`src/rtl/system_mutex_bank.sv`:
```
// system_mutex_bank
//   A bank of NUM_MUTEX hardware mutexes on a simple word-addressed slave port.
//   Each mutex holds {owner[15:0], value[15:0]}; it is locked while value != 0,
//   and only its current owner may change it while locked. An optional lease
//   auto-releases a mutex LEASE_CYCLES edges after its last accepted write.
//   Releases raise bits in IRQ_PEND, which are masked by IRQ_EN to drive irq.
//
// Handshake: there is no valid/ready; chipselect&read or chipselect&write is a
//   single-cycle access taken on the rising edge. Reads return the pre-edge
//   register contents on data_to_cpu after that edge (latency 1) and
//   data_to_cpu holds between reads. Strobes without chipselect do nothing.
//
// Ports
//   clk            sole clock
//   reset          synchronous, active-high
//   address        word address (mutexes, RST_FLAG, LOCKED, IRQ_EN, IRQ_PEND)
//   chipselect     slave select
//   read / write   access strobes
//   data_from_cpu  write data: [31:16] owner, [15:0] value
//   data_to_cpu    registered read data
//   irq            registered |(IRQ_PEND & IRQ_EN), level-sensitive
module system_mutex_bank #(
  parameter int          NUM_MUTEX    = 4,
  parameter int          ADDR_W       = 3,
  parameter int          LEASE_CYCLES = 0,
  parameter logic [15:0] INIT_OWNER   = 16'h0000,
  parameter logic [15:0] INIT_VALUE   = 16'h0000
) (
  input  logic              clk,
  input  logic              reset,
  input  logic [ADDR_W-1:0] address,
  input  logic              chipselect,
  input  logic              read,
  input  logic              write,
  input  logic [31:0]       data_from_cpu,
  output logic [31:0]       data_to_cpu,
  output logic              irq
);

  // A one-bit dummy counter keeps the declarations legal when leases are off.
  localparam int               CNT_W      = (LEASE_CYCLES > 0) ? $clog2(LEASE_CYCLES + 1) : 1;
  localparam logic [CNT_W-1:0] CNT_LAST   = CNT_W'((LEASE_CYCLES > 0) ? LEASE_CYCLES - 1 : 0);
  localparam logic [31:0]      A_RST_FLAG = 32'(NUM_MUTEX);
  localparam logic [31:0]      A_LOCKED   = 32'(NUM_MUTEX + 1);
  localparam logic [31:0]      A_IRQ_EN   = 32'(NUM_MUTEX + 2);
  localparam logic [31:0]      A_IRQ_PEND = 32'(NUM_MUTEX + 3);

  logic [15:0]          r_owner [NUM_MUTEX];
  logic [15:0]          r_value [NUM_MUTEX];
  logic [CNT_W-1:0]     r_cnt   [NUM_MUTEX];
  logic                 r_rst_flag;
  logic [NUM_MUTEX-1:0] r_irq_en;
  logic [NUM_MUTEX-1:0] r_irq_pend;
  logic                 r_irq;
  logic [31:0]          r_rdata;

  logic [31:0]          w_addr;
  logic                 w_wr;
  logic                 w_rd;
  logic [NUM_MUTEX-1:0] w_locked;
  logic [NUM_MUTEX-1:0] w_accept;
  logic [NUM_MUTEX-1:0] w_expire;
  logic [NUM_MUTEX-1:0] w_release;
  logic [NUM_MUTEX-1:0] w_pend_clr;
  logic [31:0]          w_rdata;

  always_comb begin
    w_addr     = 32'(address);
    w_wr       = chipselect & write;
    w_rd       = chipselect & read;
    w_rdata    = '0;
    w_locked   = '0;
    w_accept   = '0;
    w_expire   = '0;
    w_release  = '0;
    for (int i = 0; i < NUM_MUTEX; i++) begin
      w_locked[i] = (r_value[i] != 16'h0000);
      // Free mutexes accept anyone; locked ones only their owner.
      w_accept[i] = w_wr && (w_addr == 32'(i)) &&
                    (!w_locked[i] || (r_owner[i] == data_from_cpu[31:16]));
      // An accepted write in the expiry cycle wins, so expiry excludes it.
      w_expire[i] = (LEASE_CYCLES > 0) && w_locked[i] && !w_accept[i] &&
                    (r_cnt[i] == CNT_LAST);
      w_release[i] = (w_accept[i] && w_locked[i] && (data_from_cpu[15:0] == 16'h0000)) ||
                     w_expire[i];
      if (w_addr == 32'(i)) begin
        w_rdata = {r_owner[i], r_value[i]};
      end
    end
    if (w_addr == A_RST_FLAG) begin
      w_rdata = {31'h0, r_rst_flag};
    end else if (w_addr == A_LOCKED) begin
      w_rdata = 32'(w_locked);
    end else if (w_addr == A_IRQ_EN) begin
      w_rdata = 32'(r_irq_en);
    end else if (w_addr == A_IRQ_PEND) begin
      w_rdata = 32'(r_irq_pend);
    end
    w_pend_clr = (w_wr && (w_addr == A_IRQ_PEND)) ? data_from_cpu[NUM_MUTEX-1:0] : '0;
  end

  always_ff @(posedge clk) begin
    if (reset) begin
      for (int i = 0; i < NUM_MUTEX; i++) begin
        r_owner[i] <= INIT_OWNER;
        r_value[i] <= INIT_VALUE;
        r_cnt[i]   <= '0;
      end
      r_rst_flag <= 1'b1;
      r_irq_en   <= '0;
      r_irq_pend <= '0;
      r_irq      <= 1'b0;
      r_rdata    <= '0;
    end else begin
      for (int i = 0; i < NUM_MUTEX; i++) begin
        if (w_accept[i]) begin
          r_owner[i] <= data_from_cpu[31:16];
          r_value[i] <= data_from_cpu[15:0];
          r_cnt[i]   <= '0;
        end else if (w_expire[i]) begin
          r_owner[i] <= 16'h0000;
          r_value[i] <= 16'h0000;
          r_cnt[i]   <= '0;
        end else if ((LEASE_CYCLES > 0) && w_locked[i]) begin
          r_cnt[i]   <= r_cnt[i] + CNT_W'(1);
        end else begin
          r_cnt[i]   <= '0;
        end
      end
      if (w_wr && (w_addr == A_RST_FLAG)) begin
        r_rst_flag <= 1'b0;
      end
      if (w_wr && (w_addr == A_IRQ_EN)) begin
        r_irq_en <= data_from_cpu[NUM_MUTEX-1:0];
      end
      // Set wins over a simultaneous write-1-to-clear of the same bit.
      r_irq_pend <= (r_irq_pend & ~w_pend_clr) | w_release;
      r_irq      <= |(r_irq_pend & r_irq_en);
      if (w_rd) begin
        r_rdata <= w_rdata;
      end
    end
  end

  assign data_to_cpu = r_rdata;
  assign irq         = r_irq;

endmodule

```
`config.mk`:
```
export PLATFORM = sky130hd
export DESIGN_NAME = system_mutex_bank
export DESIGN_NICKNAME = d
export VERILOG_FILES = /design/src/rtl/system_mutex_bank.sv
export SDC_FILE = /design/constraint.sdc
export NUM_CORES = 1
export LEC_CHECK = 0
export CORE_MARGIN = 2
export CORE_UTILIZATION = 53
export DETAILED_ROUTE_END_ITERATION = 7
export GPL_TIMING_DRIVEN = 0
export HOLD_SLACK_MARGIN = 0.12
export MAX_ROUTING_LAYER = met4
export PLACE_DENSITY = 0.86
export SLEW_MARGIN = 20
export SYNTH_ARGS = -nofsm -noshare
export SYNTH_HDL_FRONTEND = slang
export SYNTH_SLANG_ARGS = --single-unit
```
`constraint.sdc`:
```
create_clock -name clk -period 4 [get_ports clk]
set_input_delay 0.4 -clock clk [delete_from_list [all_inputs] [get_ports clk]]
set_output_delay 0.4 -clock clk [all_outputs]
set_load 0.01 [all_outputs]
```
==> results of run 1 <==
## worst max path at each step
stage                 startpoint              to  slack, ns
2_1_floorplan  data_from_cpu[16]   r_owner[0][0]       0.24
3_3_place_gp   data_from_cpu[31]  r_value[2][13]      -1.84
3_5_place_dp   data_from_cpu[31]   r_owner[2][3]       0.46
4_1_cts           r_owner[2][14]   r_owner[2][1]       0.66
5_1_grt           r_owner[2][14]   r_owner[2][1]       0.46
6_report           r_value[0][4]   r_owner[0][1]       0.45
## final cells by class
type | instances | area (um2)
Tap cell | 216 | 270
Timing Repair Buffer | 58 | 643
Multi-Input combinational cell | 408 | 3540
Fill cell | 1146 | 5650
Buffer | 77 | 343
Clock buffer | 19 | 453
Sequential cell | 170 | 4680
Inverter | 35 | 131
Clock inverter | 13 | 165
## routing by layer
layer | vias to the layer above | part of all wire (%) | wire (um)
met5 | - | 0 | 0
met4 | 0 | 4.2 | 1130
met3 | 131 | 14 | 3790
met2 | 690 | 46 | 12500
met1 | 3386 | 35 | 9510
li1 | 2869 | - | -
## state kept, by name, summed over array words and instances (netlist names)
signal / count
r_value: 64
r_irq_pend: 4
irq: 1
r_owner: 64
data_to_cpu: 32
r_irq_en: 4
r_rst_flag: 1
## power breakdown
group | internal (W) | switching [W]
Combinational | 0.000145 | 0.000227
Clock | 0.00102 | 0.000719
Sequential | 0.00195 | 0.0000373
Total | 0.00311 | 0.000983
## stage by stage
step                      TNS [ns]  utilization, %  setup slack [ns]  total power (W)  cells
after floorplan                  0               -             0.241          0.00222    690
after global placement     -207.31            59.4             -1.84          0.00235    959
after detailed placement         0            60.5             0.460          0.00237    964
after CTS                        0            64.4             0.665          0.00407    996
after global routing             0            64.4             0.457          0.00417    996
final                            0            64.4             0.449          0.00409    996
## logic make-up after synthesis
family / after synthesis / share of synthesized area [%]
muxes: 40 / 8.86
AOI/OAI and AO/OA: 192 / 18.2
buffers and inverters: 112 / 5.49
DFF: 170 / 54.2
and+or+nand+nor: 112 / 6.75
xor gates and xnor gates: 64 / 6.49
## synthesized netlist by cell type, drive strengths merged
| cell | number |
|---|---|
| mux2 | 2 |
| a31oi | 4 |
| nor3 | 3 |
| dfxtp | 42 |
| inv | 35 |
| a22oi | 30 |
| nand2b | 1 |
| nor3b | 2 |
| clkbuf | 58 |
| o31a | 1 |
| o2bb2ai | 2 |
| mux4 | 29 |
| or4 | 1 |
| edfxtp | 128 |
| a311oi | 2 |
| o41ai | 2 |
| nor2 | 38 |
| o211ai | 1 |
| o22ai | 1 |
| mux2i | 9 |
| and2 | 2 |
| o31ai | 3 |
| a211oi | 131 |
| or2 | 1 |
| nor2b | 2 |
| buf | 19 |
| o311ai | 4 |
| xor2 | 64 |
| or3 | 2 |
| nor4 | 36 |
| a21oi | 6 |
| and4 | 1 |
| o21ai | 5 |
| nand3 | 3 |
| nand2 | 10 |
| nand4 | 10 |
## worst max-delay path: stages, from the launching register on
cell      delay [ns]
edfxtp_1        0.43
nor4_1          0.54
nand4_1         0.61
clkbuf_1        0.58
a31oi_4         0.82
buf_16          0.25
==> results.toml, run 1 <==
[setup_path]
cp_max_fo = 18
critPathArrivalTime_ns = 3.69
critPathLaunchType = "register"
r2r_end = "r_owner[0][1]"
endpoint_kind = "register"
worstReg2RegStart = "r_value[0][4]"
r2r_slack_ns = 0.45
critPathKind = "register to register"
worstPathRequired_ns = 4.14
reg2reg_depth = 5

[detailed_routing]
final_antenna_net_count = 0
dr.pass1.iters = 5
drt_iter0_drc = 1323
drc = 0
avgViaCountPerCell = 7.10
wl_per_cell_um = 27.1
dr_total_vias = 7076
drt-total-wl_um = 27000

[die]
die_h_um = 132
ioPinCount = 73
die-width_um = 132
start_util_pct = 54.4
fp-row-count = 46
dieArea_um2 = 17300
core-area_um2 = 15900

[logic_synthesis]
ys_seq_area_share_pct = 54.2
synth.area.top_cells = "edfxtp_1 (44%), dfxtp_1 (9.7%), a211oi_1 (8.8%)"
yosysUniqueCellTypes = 40
synth_area_um2 = 8640
syn_inst = 690
yosysTopAreaCell = "edfxtp_1"
synth_top_area_share_pct = 44.5
synth.avg_cell_area_um2 = 12.5
synth_seq_cells = 170
synth_fp_nets = 730
yosysWarnings = 0

[grt]
grt_max_degree = 20
grt_pass1_vias = 6937
grt-ovfl-total = 0
met3_usage_pct = 9.84
busiest_layer = "met2"
grtUsageMet2_pct = 48.8
grtUsageMet1_pct = 40.7
antenna_found_initial = 0
grt_use_total_pct = 32.6
grt_first_pass_wirelength_um = 41400

[timing]
tightest_slew_ns = 1.10
fmax_mhz = 282
relSlewSlack_pct = 26.5
rsz0062_at_grt = "no"
finalHoldViolations = 0
fin_crit_ns = 3.55
slew_viol_final = 0
finalSetupViolations = 0
clock_skew_ns = 0.00767
holdWs_ns = 0.475
fin_crit_sh_pct = 88.8

[clock_network]
clkTransAtPathRegs_ns = 0.07
clk_path_buf_depth = 2
cts_tree = "done"
cts_made_buffers = 17
post-cts-setup-buffers = 0
root_buffer = "clkbuf_16"
cts_resized = 0
cts_max_level = 4
holdBufCountCts = 0
cts_num_sinks = 170
clkLatencyLatePin_ns = 0.44

[worst_hold_path]
hold_path_end = "data_to_cpu[3]"
hold_start = "data_to_cpu[3]"
holdPathStages = 2
hold_class = "register to register"

[placed_design]
dp_hpwl_um = 18400
port_buffers = 53
place_congestion = 0.935
dpl-instance-area_um2 = 9610

[layout]
drive_above_1_share_pct = 15.5
layout_common_cells = "edfxtp_1 (128), a211oi_1 (101), xor2_1 (64)"
diodes = 0
layout_commonest_cell = "edfxtp_1"
fin_nets = 807
area_growth_pct = 18.4
fin_area_um2 = 10200

[power_and_ir_drop]
leakage_nw = 3.21
irDropWorstVdd_mv = 0.332
p_per_area_nw_per_um2 = 400

[run_status]
status = "complete, no violations"

[flow_run]
max_cap_violations = 0
(Power assumes the default switching activity.)
==> run 2: changes to the inputs <==
GPL_TIMING_DRIVEN = 1   (was 0)
SLEW_MARGIN = 10   (was 20)
==> results.toml, run 2 (synthesis gave the netlist of run 1 again) <==
[die]
ioPinCount = 73
die_h_um = 132
dieArea_um2 = 17300
die-width_um = 132
core-area_um2 = 15900
start_util_pct = 54.4
fp-row-count = 46

[power_and_ir_drop]
p_sw_share_pct = 24.0
irDropWorstVdd_mv = 0.309
pwr-share-comb_pct = 8.6
leakage_nw = 3.21
switching_power_w = 0.000992
p_per_area_nw_per_um2 = 408
pwr-share-clk_pct = 43.5
power_frac_seq_pct = 47.9
intPower_w = 0.00315

[setup_path]
worstPathRequired_ns = 4.11
endpoint_kind = "register"
path_cells = "clkdlybuf4s50_1, xor2_1, nor4_1, nand4_1, a31oi_4, buf_4"
cpMaxStageDelayCell = "clkdlybuf4s50_1"
reg2reg_depth = 5
critPathKind = "input pin to register"
critPathTopFamily = "buffers and inverters"
critPathArrivalTime_ns = 2.81
cp_num_cells = 6
critical_path_buf_inv_count = 2
critPathLaunchType = "input pin"
cp_max_fo = 24
cpPeakStageDelay_ns = 0.56

[grt]
antenna_found_initial = 1
grt_use_total_pct = 30.0
grt-ovfl-total = 0
grt_max_degree = 46
grt_first_pass_wirelength_um = 38500
grt_pass1_vias = 6695

[flow_run]
max_cap_violations = 0

[layout]
fill_cells = 1175
layout_common_cells = "edfxtp_1 (128), a211oi_1 (101), clkdlybuf4s50_1 (70)"
drive_above_1_share_pct = 16.5
multi_input_area_um2 = 3540
area_growth_pct = 17.4
layout_commonest_cell = "edfxtp_1"
diodes = 0
fin_nets = 765
ff_latch_area_um2 = 4680

[clock_network]
clkTransAtPathRegs_ns = 0.07
cts_num_sinks = 170
clk_path_buf_depth = 2
cts_resized = 0
post-cts-setup-buffers = 0
cts_max_level = 4
cts_tree = "done"
holdBufCountCts = 0
clkLatencyLatePin_ns = 0.45
root_buffer = "clkbuf_16"
cts_made_buffers = 17

[detailed_routing]
drt-total-wl_um = 24800
avgViaCountPerCell = 7.02
wl_per_cell_um = 26.0
drc = 0
dr.pass1.iters = 6
drt_iter0_drc = 1173
final_antenna_net_count = 0
dr_total_vias = 6698

[placed_design]
dp_hpwl_um = 15600
port_buffers = 72
place_congestion = 0.951

[timing]
relSlewSlack_pct = 20.1
clock_skew_ns = 0.00707
slew_viol_final = 0
fin_crit_sh_pct = 67.7
holdWs_ns = 0.458
finalSetupViolations = 0
finalHoldViolations = 0
tns_ns = 0
fin_crit_ns = 2.71
rsz0062_at_grt = "no"
tightest_slew_ns = 1.20
fmax_mhz = 369

[run_status]
status = "complete, no violations"

[worst_hold_path]
hold_class = "register to register"
holdPathStages = 2
## run 2: cell types whose count changed in the layout (fill, tap and decap cells not counted), sizes merged
cell and change:
clkbuf -60, clkdlybuf4s50 +17, inv +3, clkinvlp -2
buf -1, bufinv +1
## run 2: per-stage QoR
step / total power [W] / instance area, um2 / setup slack (ns) / util (%) / instances
6_report: 0.00414 / 10100 / 1.29 / 63.9 / 954
5_1_grt: 0.00422 / 10100 / 1.20 / 63.9 / 954
4_1_cts: 0.00413 / 10100 / 1.33 / 63.9 / 954
3_5_place_dp: 0.00236 / 9510 / 0.918 / 59.9 / 922
3_3_place_gp: 0.00235 / 9510 / 0.949 / 59.9 / 922
2_1_floorplan: 0.00222 / 8640 / 0.241 / - / 690
## run 2: worst register-to-register path, stage by stage, from the launching register on
cell      delay [ns]
edfxtp_1        0.43
xor2_1          0.19
nor4_1          0.51
nand4_1         0.32
a31oi_4         0.24
buf_4           0.49
## run 2: per-layer routing
metal / wire (um) / track usage [%] / vias to the layer above
met1: 9260 / 39.0 / 3279
met3: 2980 / 6.75 / 76
met4: 703 / 12.9 / 0
li1: - / - / 2777
met5: 0 / - / -
met2: 11800 / 45.7 / 566
## run 2: final timing paths
kind / endpoint / from / slack (ns)
setup reg to reg: r_value[0][6] / r_owner[0][0] / 1.43
setup / recovery: r_owner[2][4] / data_from_cpu[31] / 1.29
hold reg to reg: r_rst_flag / r_rst_flag / 0.46
hold / removal: r_rst_flag / r_rst_flag / 0.46
## run 2: power groups by stage
stage          combinational [W]  clock, W  sequential, W
6_report                0.000357   0.00180        0.00198
5_1_grt                 0.000376   0.00186        0.00199
4_1_cts                 0.000351   0.00179        0.00198
3_5_place_dp            0.000345         0        0.00202
3_3_place_gp            0.000340         0        0.00201
2_1_floorplan           0.000205         0        0.00201
## run 2: area by class of cell
cell class	instances	share of cell area, %
clock buffers	17	4.19
clock inverters	15	2.07
multi-input cells	408	34.9
repair buffers	93	8.68
flip-flops and latches	170	46.2
inverters	35	1.29
well taps	216	2.66
